===== config.mk =====
export PLATFORM = sky130hd
export DESIGN_NAME = wyswietl_odczyt
export DESIGN_NICKNAME = d
export VERILOG_FILES = /design/src/rtl/wyswietl_pkg.sv /design/src/rtl/wyswietl_odczyt_seg_dekoder.sv /design/src/rtl/wyswietl_odczyt.sv
export SDC_FILE = /design/constraint.sdc
export NUM_CORES = 1
export LEC_CHECK = 0
export ABC_AREA = 1
export CAP_MARGIN = 20
export CORE_UTILIZATION = 57
export DETAILED_ROUTE_END_ITERATION = 6
export PLACE_DENSITY = 0.82
export SYNTH_ARGS = -nofsm -noshare
export SYNTH_HDL_FRONTEND = slang
export SYNTH_SLANG_ARGS = --single-unit

===== constraint.sdc =====
create_clock -name clk_i -period 2.3 [get_ports clk_i]
set_input_delay 0.575 -clock clk_i [delete_from_list [all_inputs] [get_ports clk_i]]
set_output_delay 0.575 -clock clk_i [all_outputs]
set_load 0.005 [all_outputs]

===== src/rtl/wyswietl_pkg.sv =====
// wyswietl_pkg: segment/anode constants and scan FSM states shared by the display driver and reader.
package wyswietl_pkg;
  localparam logic [6:0] SEG_0 = 7'b0000001;
  localparam logic [6:0] SEG_1 = 7'b1001111;
  localparam logic [6:0] SEG_2 = 7'b0010010;
  localparam logic [6:0] SEG_3 = 7'b0000110;
  localparam logic [6:0] SEG_4 = 7'b1001100;
  localparam logic [6:0] SEG_5 = 7'b0100100;
  localparam logic [6:0] SEG_6 = 7'b0100000;
  localparam logic [6:0] SEG_7 = 7'b0001111;
  localparam logic [6:0] SEG_8 = 7'b0000000;
  localparam logic [6:0] SEG_9 = 7'b0000100;
  localparam logic [7:0] AN_HR2   = 8'b11110111;
  localparam logic [7:0] AN_HR1   = 8'b11111011;
  localparam logic [7:0] AN_MIN2  = 8'b11111101;
  localparam logic [7:0] AN_MIN1  = 8'b11111110;
  localparam logic [7:0] AN_BLANK = 8'b11111111;
  typedef enum logic [1:0] {SZUKAJ, H1, M2, M1} stan_t;
endpackage


===== src/rtl/wyswietl_odczyt_seg_dekoder.sv =====
// seg_dekoder: active-low 7-segment pattern (bit 6 = a) back to BCD with a valid flag.
module seg_dekoder
  import wyswietl_pkg::*;
(
  input  logic [6:0] seg_i,
  output logic [3:0] val_o,
  output logic       valid_o
);
  always_comb begin
    val_o   = 4'd0;
    valid_o = 1'b1;
    case (seg_i)
      SEG_0:   val_o = 4'd0;
      SEG_1:   val_o = 4'd1;
      SEG_2:   val_o = 4'd2;
      SEG_3:   val_o = 4'd3;
      SEG_4:   val_o = 4'd4;
      SEG_5:   val_o = 4'd5;
      SEG_6:   val_o = 4'd6;
      SEG_7:   val_o = 4'd7;
      SEG_8:   val_o = 4'd8;
      SEG_9:   val_o = 4'd9;
      default: valid_o = 1'b0;
    endcase
  end
endmodule


===== src/rtl/wyswietl_odczyt.sv =====
// wyswietl_odczyt: reads back a multiplexed HH:MM seven-segment bus and commits whole, range-checked frames.
// Optional BLAD_LICZNIK_EN adds blad_cnt_o, a saturating discard counter.
module wyswietl_odczyt
  import wyswietl_pkg::*;
#(
  parameter int STABLE_CYCLES = 4,
  parameter int TIMEOUT       = 100000
) (
  input  logic       clk_i,
  input  logic       rst_ni,
  input  logic [7:0] an_i,
  input  logic [7:0] seg_i,
  output logic [1:0] hr2_o,
  output logic [3:0] hr1_o,
  output logic [3:0] min2_o,
  output logic [3:0] min1_o,
  output logic       kropka_o,
  output logic       ramka_o,
  output logic       blad_o,
  output logic       sync_o
`ifdef BLAD_LICZNIK_EN
  ,
  output logic [7:0] blad_cnt_o
`endif
);
  localparam int SW = $clog2(STABLE_CYCLES + 1);
  localparam int TW = $clog2(TIMEOUT + 1);
  logic [7:0] an_q, seg_q, an_p, seg_p, exp_an;
  logic [SW-1:0] st_cnt;
  logic [TW-1:0] t_cnt;
  logic [3:0] val, sh_hr2, sh_hr1, sh_min2;
  logic valid, same, acc, ok, start, zakres, commit, discard;
  stan_t stan_q, stan_d;
  seg_dekoder u_dek (.seg_i(seg_q[6:0]), .val_o(val), .valid_o(valid));
  // acc fires only on the cycle the counter steps onto STABLE_CYCLES, so a held dwell is taken once
  always_comb begin
    same    = {an_q, seg_q} == {an_p, seg_p};
    acc     = same && an_q != AN_BLANK && st_cnt == SW'(STABLE_CYCLES - 1);
    exp_an  = stan_q == SZUKAJ ? AN_HR2 : stan_q == H1 ? AN_HR1 : stan_q == M2 ? AN_MIN2 : AN_MIN1;
    ok      = acc && valid && an_q == exp_an;
    start   = acc && valid && an_q == AN_HR2;
    zakres  = sh_hr2 <= 4'd2 && !(sh_hr2 == 4'd2 && sh_hr1 > 4'd3) && sh_min2 <= 4'd5;
    commit  = ok && stan_q == M1 && zakres;
    discard = acc && !(ok && (stan_q != M1 || zakres));
    stan_d  = discard ? (start ? H1 : SZUKAJ) :
              !ok ? stan_q :
              stan_q == SZUKAJ ? H1 : stan_q == H1 ? M2 : stan_q == M2 ? M1 : SZUKAJ;
  end
  always_ff @(posedge clk_i or negedge rst_ni) begin
    if (!rst_ni) stan_q <= SZUKAJ;
    else stan_q <= stan_d;
  end
  always_ff @(posedge clk_i or negedge rst_ni) begin
    if (!rst_ni) begin
      an_q   <= AN_BLANK;
      seg_q  <= '0;
      an_p   <= AN_BLANK;
      seg_p  <= '0;
      st_cnt <= '0;
    end else begin
      an_q   <= an_i;
      seg_q  <= seg_i;
      an_p   <= an_q;
      seg_p  <= seg_q;
      st_cnt <= (an_q == AN_BLANK || !same) ? '0 :
                st_cnt == SW'(STABLE_CYCLES) ? st_cnt : st_cnt + 1'b1;
    end
  end
  always_ff @(posedge clk_i or negedge rst_ni) begin
    if (!rst_ni) begin
      sh_hr2  <= '0;
      sh_hr1  <= '0;
      sh_min2 <= '0;
    end else begin
      sh_hr2  <= discard ? (start ? val : 4'd0) : (ok && stan_q == SZUKAJ) ? val : sh_hr2;
      sh_hr1  <= discard ? 4'd0 : (ok && stan_q == H1) ? val : sh_hr1;
      sh_min2 <= discard ? 4'd0 : (ok && stan_q == M2) ? val : sh_min2;
    end
  end
  always_ff @(posedge clk_i or negedge rst_ni) begin
    if (!rst_ni) begin
      hr2_o    <= '0;
      hr1_o    <= '0;
      min2_o   <= '0;
      min1_o   <= '0;
      kropka_o <= 1'b0;
      ramka_o  <= 1'b0;
      blad_o   <= 1'b0;
      sync_o   <= 1'b0;
      t_cnt    <= '0;
    end else begin
      hr2_o    <= commit ? sh_hr2[1:0] : hr2_o;
      hr1_o    <= commit ? sh_hr1 : hr1_o;
      min2_o   <= commit ? sh_min2 : min2_o;
      min1_o   <= commit ? val : min1_o;
      kropka_o <= commit ? seg_q[7] : kropka_o;
      ramka_o  <= commit;
      blad_o   <= discard;
      t_cnt    <= commit ? '0 : t_cnt == TW'(TIMEOUT) ? t_cnt : t_cnt + 1'b1;
      sync_o   <= commit ? 1'b1 : t_cnt == TW'(TIMEOUT - 1) ? 1'b0 : sync_o;
    end
  end
`ifdef BLAD_LICZNIK_EN
  always_ff @(posedge clk_i or negedge rst_ni) begin
    if (!rst_ni) blad_cnt_o <= '0;
    else blad_cnt_o <= (discard && blad_cnt_o != 8'hFF) ? blad_cnt_o + 1'b1 : blad_cnt_o;
  end
`endif
endmodule


### After elaboration in Yosys (flattened, before gate mapping)

Index checks and enable logic that the tools add are counted.

| operators by class | value |
|---|---|
| add/sub/neg operators | 2 |
| order comparisons | 3 |
| equal/unequal tests | 25 |
| muxes and demuxes | 24 |
| reductions and logical operators | 28 |

Operators by type and width:

| cell | count |
|---|---|
| 4-bit one-hot mux with 9 select lines | 1 |
| 17-bit == test (second input constant) | 2 |
| 17-bit two-way mux | 2 |
| 4-bit two-way mux | 8 |
| 17-bit by 1-bit adder with 17-bit output (second input constant) | 1 |
| 16-bit == test | 1 |
| 8-bit == test (second input constant) | 2 |
| 1-bit logical AND | 15 |
| 7-bit by 3-bit == test with 1-bit output (second input constant) | 2 |
| 7-bit by 6-bit == test with 1-bit output (second input constant) | 2 |
| 7-bit == test (second input constant) | 2 |
| 2-bit two-way mux | 6 |
| 2-bit nonzero test | 5 |
| 10-bit OR reduction | 1 |
| 3-bit two-way mux | 3 |
| 8-bit == test | 1 |
| 8-bit != test (second input constant) | 1 |
| 7-bit by 1-bit == test with 1-bit output (second input constant) | 1 |
| 7-bit by 4-bit == test with 1-bit output (second input constant) | 1 |
| 7-bit by 5-bit == test with 1-bit output (second input constant) | 1 |
| 7-bit zero test | 1 |
| 2-bit != test (second input constant) | 3 |
| 2-bit == test (second input constant) | 2 |
| 4-bit by 2-bit == test with 1-bit output (second input constant) | 1 |
| other kinds (11) | 17 |

| storage, ports and cells | value |
|---|---|
| register bits | 84 |
| bits of input ports | 18 |
| output and inout bits | 18 |
| logic and storage cells | 100 |

### Depth between registers and ports, before layout

| depth | value |
|---|---|
| depth in word-level cells | 10 |
| depth in mapped cells | 14 |
| mapped depth without buffers | 13 |

### Cells and area by module

A second synthesis with hierarchy kept.

| second synthesis, totals | value |
|---|---|
| cell total of the unflattened synthesis | 518 |
| area total of the unflattened synthesis | 4151.5 µm² |

Modules (own cells, without submodules):

| module | instances | cells each | area each (µm²) | sequential area each (µm²) |
|---|---|---|---|---|
| wyswietl_odczyt | 1 | 469 | 3912.5 | 2122.0 |
| seg_dekoder | 1 | 49 | 239.0 | 0.0 |

### Least setup slack after synthesis

No wires, ideal clock.

| path | value |
|---|---|
| path type | flip-flop to flip-flop |
| from | register stan_q[0] |
| to | register min1_o[0] |
| arrival | 1.640 ns |
| required time | 2.168 ns |
| path slack | 0.528 ns |
| cell stages (with the launch flop) | 12 |
| path buffers | 1 |
| clock period less this slack | 1.772 ns |
| cells stage by stage | dfrtp_1 > inv_1 > ha_1 > or2_2 > nand3_1 > nor2_2 > nand2_4 > nor2_8 > nand2_8 > buf_6 > nand2_1 > o21ai_2 |

| on the way | value |
|---|---|
| cells in the longest elaborated chain, start to end | 8 |
| elaborated cells between the ends (all ways) | 11 |
| classes of those cells | eq/ne (4); mux (3); reduce/logical (4) |

RTL lines:

| element | line | source |
|---|---|---|
| start: declaration | wyswietl_odczyt.sv:33 | `stan_t stan_q, stan_d;` |
| start signal: assignment | wyswietl_odczyt.sv:51 | `else stan_q <= stan_d;` |
| 2-bit == test | wyswietl_odczyt.sv:39 | `exp_an = stan_q == SZUKAJ ? AN_HR2 : stan_q == H1 ? AN_HR1 : stan_q == M2 ? AN_MIN2 : AN_MIN1;` |
| 2-bit two-way mux | wyswietl_odczyt.sv:39 |  |
| 3-bit two-way mux | wyswietl_odczyt.sv:39 |  |
| 4-bit two-way mux | wyswietl_odczyt.sv:39 |  |
| 8-bit == test | wyswietl_odczyt.sv:40 | `ok = acc && valid && an_q == exp_an;` |
| 1-bit logical AND | wyswietl_odczyt.sv:40 |  |
| 1-bit logical AND * (2 in series) | wyswietl_odczyt.sv:43 | `commit = ok && stan_q == M1 && zakres;` |
| end signal: assignment | wyswietl_odczyt.sv:95 | `min1_o <= commit ? val : min1_o;` |
| end: declaration | wyswietl_odczyt.sv:16 | `output logic [3:0] min1_o,` |

Every way passes the cells marked *; elsewhere a longest branch is shown, timed or not.
A chain may end at the register's enable or synchronous reset.

### Worst setup path in the final report

| path | value |
|---|---|
| from | register an_q[0] |
| to | register sh_hr1[1] |

| on the way | value |
|---|---|
| cells in the longest elaborated chain, start to end | 9 |
| elaborated cells between the ends (all ways) | 13 |
| classes of those cells | eq/ne (3); mux (1); reduce/logical (9) |

RTL lines:

| element | line | source |
|---|---|---|
| start: declaration | wyswietl_odczyt.sv:28 | `logic [7:0] an_q, seg_q, an_p, seg_p, exp_an;` |
| start signal: assignment | wyswietl_odczyt.sv:61 | `an_q <= an_i;` |
| 16-bit == test or 8-bit != test (tied branches) | wyswietl_odczyt.sv:37, wyswietl_odczyt.sv:38 |  |
| 1-bit logical AND (2 in series) | wyswietl_odczyt.sv:38 | `acc = same && an_q != AN_BLANK && st_cnt == SW'(STABLE_CYCLES - 1);` |
| 1-bit logical AND (2 in series) | wyswietl_odczyt.sv:40 |  |
| 1-bit logical AND | wyswietl_odczyt.sv:44 | `discard = acc && !(ok && (stan_q != M1 \|\| zakres));` |
| 1-bit zero test | wyswietl_odczyt.sv:44 |  |
| 1-bit logical AND * | wyswietl_odczyt.sv:44 |  |
| via discard | wyswietl_odczyt.sv:32 | `logic valid, same, acc, ok, start, zakres, commit, discard;` |
| 4-bit two-way mux or 2-bit nonzero test (tied branches) | n/a |  |
| end signal: assignment | wyswietl_odczyt.sv:76 | `sh_hr1 <= discard ? 4'd0 : (ok && stan_q == H1) ? val : sh_hr1;` |
| end: declaration | wyswietl_odczyt.sv:31 | `logic [3:0] val, sh_hr2, sh_hr1, sh_min2;` |

Mark *: on every way through the listed nets, which the timed path passes. The rest lies on a longest branch.

==> impl_metrics.py <==
metrics = {
    "placed_design": {
        "dpl_cell_area_um2": 4510,
        "dp_hpwl_um": 5470,
        "dp_cells": 592,
        "io_buffers": 35,
        "place_congestion": 0.850,
    },
    "timing": {
        "hold_violations": 0,
        "finalSetupTns_ps": 0,
        "fin_crit_sh_pct": 90.2,
        "rsz0062_at_grt": "no",
        "fmax_mhz": 482,
        "fin_skew_ps": 13.6,
        "setup_violations": 0,
        "layout_min_cycle_time_ps": 2080,
        "max_slew_margin_pct": 55.2,
        "timing.final.max_slew_violations": 0,
        "max_slew.worst_pin.slew_ps": 670,
    },
    "finish": {
        "final_core_util_pct": 68.8,
        "mostFrequentLayoutCells": "130 x nand2_1, 68 x dfrtp_1, 61 x nor2_1",
        "final_cells": 611,
        "drive_above_1_share_pct": 15.9,
        "stdcell_area_um2": 4730,
        "final_common_cell": "nand2_1",
        "diodes": 0,
        "finalNetCount": 539,
        "syn_to_final_growth_pct": 16.0,
    },
    "critical_path": {
        "endpoint_kind": "register",
        "startpoint_type": "register",
        "critPathArrivalTime_ps": 2320,
        "critical_path_peak_fanout": 12,
        "path_class": "reg2reg",
        "required_ps": 2540,
    },
    "route": {
        "via_count": 3061,
        "routed_via_density": 5.01,
        "wl_per_cell_um": 12.2,
        "ant_nets": 0,
        "first_pass_iters": 4,
        "drcViolationCount": 0,
        "drt-initial-drc-count": 177,
        "route.final.wire_length_um": 7450,
    },
    "logic_synthesis": {
        "avgSynthCellArea_um2": 8.79,
        "yosysWarnings": 0,
        "synth_seq_area_share_pct": 52.1,
        "synth.distinct_cells": 39,
        "syn_area_um2": 4080,
        "syn-num-nets": 493,
        "yosys_register_bits": 84,
        "syn_inst": 464,
    },
    "die": {
        "die_w_um": 86.6,
        "die_h_um": 86.6,
        "io_pins": 36,
        "fp-row-count": 30,
        "start_util_pct": 59.3,
        "die-area_um2": 7490,
        "core-area_um2": 6870,
    },
    "global_routing": {
        "grt.overflow.total": 0,
        "grt_max_degree": 55,
        "grt_pass1_wl_um": 12900,
        "grt_antenna_before_repair": 0,
        "grt_pass1_vias": 3026,
        "grtUsageTotal_pct": 22.4,
    },
    "clocking": {
        "postCtsSetupBuffers": 0,
        "ctsLongestPathBuffers": 2,
        "cts-resized-gates": 0,
        "cts_tree": "built",
        "clk_latency_ps": 360,
        "cts.sinks": 84,
        "htreeDepth": 3,
        "hold_buffers": 0,
        "cts-root-buf": "clkbuf_8",
        "path_clk_slew_ps": 90,
        "cts_buffers": 9,
    },
    "power_and_ir_drop": {
        "peakVddDrop_mv": 0.476,
        "powerDensity_nw_per_um2": 578,
        "p_leak_uw": 0.00240,
    },
    "hold_path": {
        "hold_path.class": "in2async",
    },
    "status": {
        "status": "complete, no violations",
    },
    "run": {
        "drv_cap": 0,
    },
}
report_power, final:
group / leakage [uW] / switching [uW] / internal, uW
logic: 0.00124 / 77.0 / 56.2
registers: 0.00107 / 25.7 / 1520
clock network: 0.0000923 / 550 / 507
total: 0.00240 / 653 / 2080
critical path, cell delays in order (launching register included):
cell and delay [ps]:
dfstp_2 580, nand2_1 80, inv_1 60, nor2_1 40, nor2_1 80, nand2_1 70
nor2_2 160, nand3_2 170, nor2_4 200, nand2_2 180, inv_2 130, nor2_1 60
nand2_1 90, nand2_1 50
worst paths after layout:
| path | from | end | slack (ps) | depth (start not counted) |
|---|---|---|---|---|
| worst max-delay path | an_q[0]$_DFF_PN1_ | sh_hr1[1]$_DFFE_PN0P_ | 220 | 13 |
| worst max register to register | an_q[0]$_DFF_PN1_ | sh_hr1[1]$_DFFE_PN0P_ | 220 | 13 |
| min in group clk_i | an_q[5]$_DFF_PN1_ | an_p[5]$_DFF_PN1_ | 390 | 0 |
| max in group asynchronous | rst_ni | an_q[3]$_DFF_PN1_ | 1510 | 2 |
| worst min register to register | an_q[5]$_DFF_PN1_ | an_p[5]$_DFF_PN1_ | 390 | 0 |
| worst min-delay path | rst_ni | ramka_o$_DFF_PN0_ | 130 | 1 |
stage by stage:
stage | worst slack, ps | hold WS (ps) | power [uW]
after detailed placement | 164 | 378 | 1710
after CTS | 121 | 145 | 2750
after global placement | 270 | 371 | 1700
after global routing | 79.9 | 157 | 2840
after floorplan | 528 | 279 | 1630
final | 225 | 134 | 2730
flip-flops by register name, indices dropped and copies added, names as in the netlist, 4 cells and up:
name	cells
t_cnt	17
sh_hr1	4
an_p	8
sh_hr2	4
seg_p	8
seg_q	8
sh_min2	4
min1_o	4
hr1_o	4
an_q	8
min2_o	4
area by class of cell:
cell class | count | area (um2)
Timing Repair Buffer | 41 | 405
Clock buffer | 9 | 124
Clock inverter | 7 | 75.1
Tap cell | 96 | 120
Inverter | 59 | 226
Multi-Input combinational cell | 315 | 1660
Fill cell | 522 | 2140
Sequential cell | 84 | 2120
logic make-up after synthesis:
logic type,count (synthesis),share of synthesized area [%]
fa+ha+maj,11,3.38
flops,84,52.1
compound gates,26,4.02
buf+inv,65,7.34
xor+xnor,13,2.79
simple gates,265,30.4
cell usage after synthesis:
library cell / instances / area, um2
a211oi_1: 1 / 7.51
a21oi_1: 10 / 50.1
a21oi_2: 1 / 8.76
a31oi_1: 1 / 6.26
buf_12: 1 / 20.0
buf_4: 1 / 7.51
buf_6: 4 / 45.0
dfrtp_1: 68 / 1700
dfstp_2: 16 / 420
ha_1: 11 / 138
inv_1: 51 / 191
inv_2: 7 / 26.3
inv_6: 1 / 8.76
nand2_1: 130 / 488
nand2_2: 9 / 56.3
nand2_4: 1 / 11.3
nand2_8: 1 / 20.0
nand3_1: 32 / 160
nand3_2: 1 / 10.0
nand3_4: 1 / 17.5
nand4_1: 6 / 37.5
nand4_4: 1 / 21.3
nor2_1: 61 / 229
nor2_2: 4 / 25.0
nor2_4: 3 / 33.8
nor2_8: 1 / 20.0
nor3_1: 4 / 20.0
nor3_2: 3 / 30.0
nor3b_1: 1 / 7.51
nor4_1: 2 / 12.5
nor4_4: 1 / 21.3
o21a_1: 1 / 7.51
o21ai_0: 3 / 15.0
o21ai_1: 2 / 10.0
o21ai_2: 5 / 43.8
o31ai_1: 2 / 15.0
or2_2: 3 / 18.8
xnor2_1: 4 / 35.0
xor2_1: 9 / 78.8
layer usage:
| layer | share of wire (%) | global-route usage [%] | up-vias |
|---|---|---|---|
| li1 | - | - | 1528 |
| met1 | 44 | 27.9 | 1460 |
| met2 | 51 | 39.3 | 66 |
| met3 | 3.4 | 3.62 | 7 |
| met4 | 1.5 | 8.79 | 0 |
| met5 | 0 | 0 | - |
Note: power is estimated with default switching activity, not from simulation.
